File: src/rtl/updown_bounded_counter.sv
// Up/down counter with programmable [min_val, max_val] bounds, step, parallel load
// and wrap/saturate behaviour. tc pulses on the cycle the count hit a bound.
module updown_bounded_counter #(
   parameter int unsigned    N       = 4,
   parameter logic [N-1:0]   RST_VAL = '0
) (
   input  logic         clk,
   input  logic         rst,
   input  logic         enable,
   input  logic         up_down,
   input  logic         mode,
   input  logic         load,
   input  logic [N-1:0] load_val,
   input  logic [N-1:0] step,
   input  logic [N-1:0] min_val,
   input  logic [N-1:0] max_val,
   output logic [N-1:0] count,
   output logic         tc,
   output logic         at_max,
   output logic         at_min,
   output logic         cfg_err
);

   logic [N:0]   sum;
   logic [N:0]   min_plus_step;
   logic [N-1:0] diff;
   logic         overflow;
   logic         underflow;
   logic [N-1:0] count_nxt;
   logic         tc_nxt;

   assign at_max  = (count == max_val);
   assign at_min  = (count == min_val);
   assign cfg_err = (min_val > max_val);

   // One extra bit keeps count+step and min_val+step from aliasing modulo 2^N.
   assign sum           = {1'b0, count} + {1'b0, step};
   assign min_plus_step = {1'b0, min_val} + {1'b0, step};
   assign diff          = count - step;
   assign overflow      = (sum > {1'b0, max_val});
   assign underflow     = ({1'b0, count} < min_plus_step);

   always_comb begin
      count_nxt = count;
      tc_nxt    = 1'b0;
      if (load) begin
         count_nxt = load_val;
      end else if (!cfg_err && enable && (step != '0)) begin
         if (up_down) begin
            if (!overflow) begin
               count_nxt = sum[N-1:0];
            end else begin
               count_nxt = mode ? max_val : min_val;
               tc_nxt    = 1'b1;
            end
         end else begin
            if (!underflow) begin
               count_nxt = diff;
            end else begin
               count_nxt = mode ? min_val : max_val;
               tc_nxt    = 1'b1;
            end
         end
      end
   end

   always_ff @(posedge clk or negedge rst) begin
      if (!rst) begin
         count <= RST_VAL;
         tc    <= 1'b0;
      end else begin
         count <= count_nxt;
         tc    <= tc_nxt;
      end
   end

endmodule

File: config.mk
export PLATFORM = sky130hd
export DESIGN_NAME = updown_bounded_counter
export DESIGN_NICKNAME = d
export VERILOG_FILES = /design/src/rtl/updown_bounded_counter.sv
export SDC_FILE = /design/constraint.sdc
export NUM_CORES = 1
export LEC_CHECK = 0
export BUFFER_PORTS_ARGS = -buffer_cell sky130_fd_sc_hd__buf_2
export CAP_MARGIN = 15
export CORE_UTILIZATION = 33
export DETAILED_ROUTE_END_ITERATION = 8
export HOLD_SLACK_MARGIN = 0.05
export SYNTH_ARGS = -nofsm -noshare
export SYNTH_HDL_FRONTEND = slang
export SYNTH_SLANG_ARGS = --single-unit
File: constraint.sdc
create_clock -name clk -period 3.6 [get_ports clk]
set_clock_uncertainty 0.1 [all_clocks]
set_input_delay 0.18 -clock clk [delete_from_list [all_inputs] [get_ports clk]]
set_output_delay 0.18 -clock clk [all_outputs]
set_load 0.005 [all_outputs]
Word level (Yosys, flattened, before mapping)
Index checks and enable logic that the tools add are counted.
{"block": "totals", "reg_bits": 5, "inputBits": 22, "out_inout_bits": 8}
{"block": "classes", "n_addsub": 3, "magnitude_cmp": 3, "n_eq_ne": 2, "n_mux": 12, "n_reduce_logical": 5}
{"op": "$mux W4", "count": 7}
{"op": "$add A4 B4 Y5", "count": 2}
{"op": "$eq A4 B4 Y1", "count": 2}
{"op": "$gt A5 B4 Y1", "count": 1}
{"op": "$lt A4 B5 Y1", "count": 1}
{"op": "$mux W1", "count": 5}
{"op": "$gt A4 B4 Y1", "count": 1}
{"op": "$reduce_bool A4 Y1", "count": 1}
{"op": "$sub A4 B4 Y4", "count": 1}
{"op": "$logic_and A1 B1 Y1", "count": 2}
{"op": "$reduce_bool A2 Y1", "count": 1}
{"op": "$logic_not A1 Y1", "count": 1}

Depth between registers and ports, before layout
{"block": "logic_depth", "word_depth": 6, "mapped_depth": 13}

Worst setup path after synthesis
No wires, ideal clock.
{"block": "synth_timing", "path_kind": "input to register", "from": "in step[0]", "to": "reg count[3]", "setup_time_ns": 0.069, "t_arrival_ns": 2.546, "t_required_ns": 3.431, "slack_ns": 0.885, "stages": 11, "cell_sequence": "ha_1 fa_1 xnor2_1 ha_1 a211o_2 a31oi_1 or4_1 buf_6 mux2i_1 or4_1 nand3_1"}
{"block": "synth_between", "elab_chain_len": 6}
{"element": "start: declaration", "line_no": "14", "text": "input logic [N-1:0] step,"}
{"element": "$add A4 B4 Y5 (on tied branches)", "line_no": "38, 37"}
{"element": "$lt A4 B5 Y1 or $gt A5 B4 Y1 (tied branches)", "line_no": "41, 40"}
{"element": "$mux W4 (on tied branches)", "line_no": "57, 50"}
{"element": "$mux W4", "line_no": "49", "text": "if (up_down) begin"}
{"element": "$mux W4", "line_no": "48", "text": "end else if (!cfg_err && enable && (step != '0)) begin"}
{"element": "$mux W4", "line_no": "46", "text": "if (load) begin"}
{"element": "end signal: assignment", "line_no": "72", "text": "count <= count_nxt;"}
{"element": "end: declaration", "line_no": "17", "text": "output logic [N-1:0] count,"}
Several ways; a longest one is shown, not always the timed one. The select of a mux whose other input is x is not followed.
A chain may end at the register's enable or synchronous reset.

Worst setup path after layout
{"block": "layout_timing", "from": "reg count[0]", "to": "reg count[0]"}
{"block": "layout_between", "elab_chain_len": 6}
{"element": "$add A4 B4 Y5", "line_no": "37", "text": "assign sum = {1'b0, count} + {1'b0, step};"}
{"element": "$gt A5 B4 Y1", "line_no": "40", "text": "assign overflow = (sum > {1'b0, max_val});"}
{"element": "$mux W4", "line_no": "50", "text": "if (!overflow) begin"}
{"element": "$mux W4 (*)", "line_no": "49"}
{"element": "$mux W4 (*)", "line_no": "48"}
{"element": "$mux W4 (*)", "line_no": "46"}
Mark *: on every way between the ends. The rest lies on a longest branch, timed or not. The select of a mux whose other input is x is not followed.

==> metrics.txt <==
status=completed; critical path capture point type=flip-flop; Num CTS Buffers=3; Worst Setup Start Kind=flip-flop; power per cell area=334 nW/µm²; Rows=21; fin. max-slew vios=0; CTS max path bufs=2; share of async-settable or async-resettable flops after synthesis=between 90% and 100%; Nets=about 220; top cell type by total area after synthesis=ha_1; Post-Syn Instances=between 100 and 150; antenna diode count=0; fmax=around 330 MHz; grt ovf=0; Via-to-Cell Ratio=5.23; average size of a mapped cell=about 8.6 µm²; CTS tree=done; Synth top cells by count=ha_1, inv_1, mux2i_1; number of global-route vias before repair=between 1k and 1.5k; Leak Pwr=roughly 0.76 nW; ANT nets after route=0; setup_tns=0 ns; core footprint=between 3000 and 4000 µm²; post-route cell area=about 1400 µm²; vias after detailed routing=around 1.1k; WL/cell=14.7 µm; Placement Cell Area=1360 µm²; largest net degree at the start of global routing=10; Final Hold Vio Count=0; syn_nets=184; die span in x=about 60 µm; Area growth, synth to finish=18.6%; RePlAce Congestion=approximately 0.9; DRC=0; Slew HR=73.1%; fill cell count=365; Final Util=about two fifths; period utilization=between 80 and 90%; Detailed Route WL=~3200 µm; DR pass1 iterations=4; H-tree depth=1; first-pass GRT wire length=around 4900 µm; num ports=30; worst skew pair latency=~0.24 ns; setup violators final=0; YS warnings=0; Initial Utilization=between 30% and 40%; critical path required time=3.67 ns; Crit Path Class=reg -> reg; multi-input logic area=between 900 and 1000 µm²; die area=about 3800 µm²; GRT Util Overall=between 10% and 20%; unrepaired setup endpoints after global routing=no; post-detail-place hpwl=around 2700 µm; clock-pin slew on the worst setup and hold paths=0.04 ns; Max Cap Viol=0; Hold WS=between 0.1 and 0.15 ns; initial antenna violation count=0; Yosys reg bits=5; Tightest Hold Check Type=in -> reg; CTS Root Cell=clkbuf_4; worst-path fanout max=7; crit path time final=between 2 and 3 ns; Worst Path Arrival=between 3 and 4 ns; initial drt markers=roughly 50; Post-synth top flop=dfrtp_1; post-synth top area share=approximately a quarter; Netlist Area Pre-Place=roughly 1200 µm²; die height=around 62 µm; synth unique cells=35; most frequent cell after synthesis=ha_1; clock sinks=5; I/O Buffers=29; maximum vdd drop=0.0855 mV; Slew @ Worst Pin=roughly 0.4 ns; Register Area=approximately 130 µm²; largest cells by area after synthesis=ha_1, mux2i_1, dfrtp_1; share of post-route cells with drive strength above 1=between 20 and 25%; Post-synth EDFFs=0; Seq/Total Area, Yosys=a little over a tenth
cell usage in the layout, fill, tap and decap left out:
master         Yosys  layout
o21bai_1           2       2
nand3_1            4       4
xor2_1            10      10
nor4_1             2       2
a31oi_1            3       3
inv_1             17      17
a211oi_1           1       1
clkbuf_1           0       1
fa_1               3       3
or2b_1             2       2
clkbuf_4           0       3
and2b_2            1       1
or2_2              1       1
a21o_1             3       3
nand2b_1           1       1
dfrtp_1            5       5
or4_1              3       3
o221ai_1           1       1
nor4b_1            1       1
o21ai_1            3       3
buf_2              0      29
o21ai_0            4       4
o211ai_1           1       1
mux2_2             1       1
nor3_1             1       1
xnor2_1            4       4
dlygate4sd3_1      0       1
nand4_1            2       2
a22oi_1            4       4
a211o_2            1       1
a21oi_1            6       6
mux2i_1           14      14
a2111oi_0          1       1
nor2_1             4       4
nand2_1            5       5
ha_1              22      22
or3_2              1       1
buf_4              0       1
metrics by stage:
stage	instances	setup WS, ns	power, mW
3_3_place_gp	210	0.573	0.388
3_5_place_dp	210	0.471	0.402
5_1_grt	215	0.365	0.517
2_1_floorplan	137	0.885	0.312
6_report	215	0.605	0.467
4_1_cts	215	0.590	0.472
what timing repair did:
item                      in CTS  in global routing
gates resized for setup        0                  0
hold endpoints to repair       5                  0
hold buffers                   1                  0
buffers inserted               0                  0
worst max-delay path, stage by stage (launching register included):
cell and delay [ns]:
dfrtp_1 0.48, ha_1 0.20, inv_1 0.06, fa_1 0.39, xnor2_1 0.26, inv_1 0.08, ha_1 0.32, nand3_1 0.08
o221ai_1 0.25, a21o_1 0.27, mux2i_1 0.23, mux2i_1 0.09, o21ai_1 0.12
cell type report:
| type | count | area share [%] |
|---|---|---|
| Clock buffer | 4 | 1.88 |
| Inverter | 17 | 4.57 |
| Multi-Input combinational cell | 112 | 68.8 |
| Sequential cell | 5 | 8.95 |
| Tap cell | 46 | 4.12 |
| Timing Repair Buffer | 31 | 11.6 |
report_power, final:
part           switching [mW]  internal (mW)
logic                   0.171          0.147
registers              0.0194         0.0647
clock network          0.0232         0.0419
worst paths after layout:
kind / from / end / slack, ns / depth (start not counted)
setup / recovery: count[0] / count[0] / 0.61 / 12
hold / removal: load_val[2] / count[2] / 0.11 / 3
setup reg to reg: count[0] / count[0] / 0.61 / 12
hold reg to reg: count[0] / count[0] / 0.61 / 2
max in group asynchronous: rst / tc / 3.08 / 2
min in group asynchronous: rst / count[0] / 0.19 / 2
flip-flops by register name (all words and copies together), names as in the netlist:
name / flops
count: 4
tc: 1
cells by family after synthesis:
logic type               synth area share (%)
buffers and inverters                    7.75
flip-flops                               10.6
AO/OA/AOI/OAI                            16.5
XOR/XNOR                                 10.4
multiplexers                             12.8
adder cells (fa/ha/maj)                  28.4
AND/OR/NAND/NOR                          13.5
per-layer routing:
metal  GRT usage (%)  share of wire [%]
met5               0                  0
met4            5.08                1.4
met3            2.07                4.0
met2            31.3                 51
met1            22.4                 43
Power figures use the tool's default switching activity.
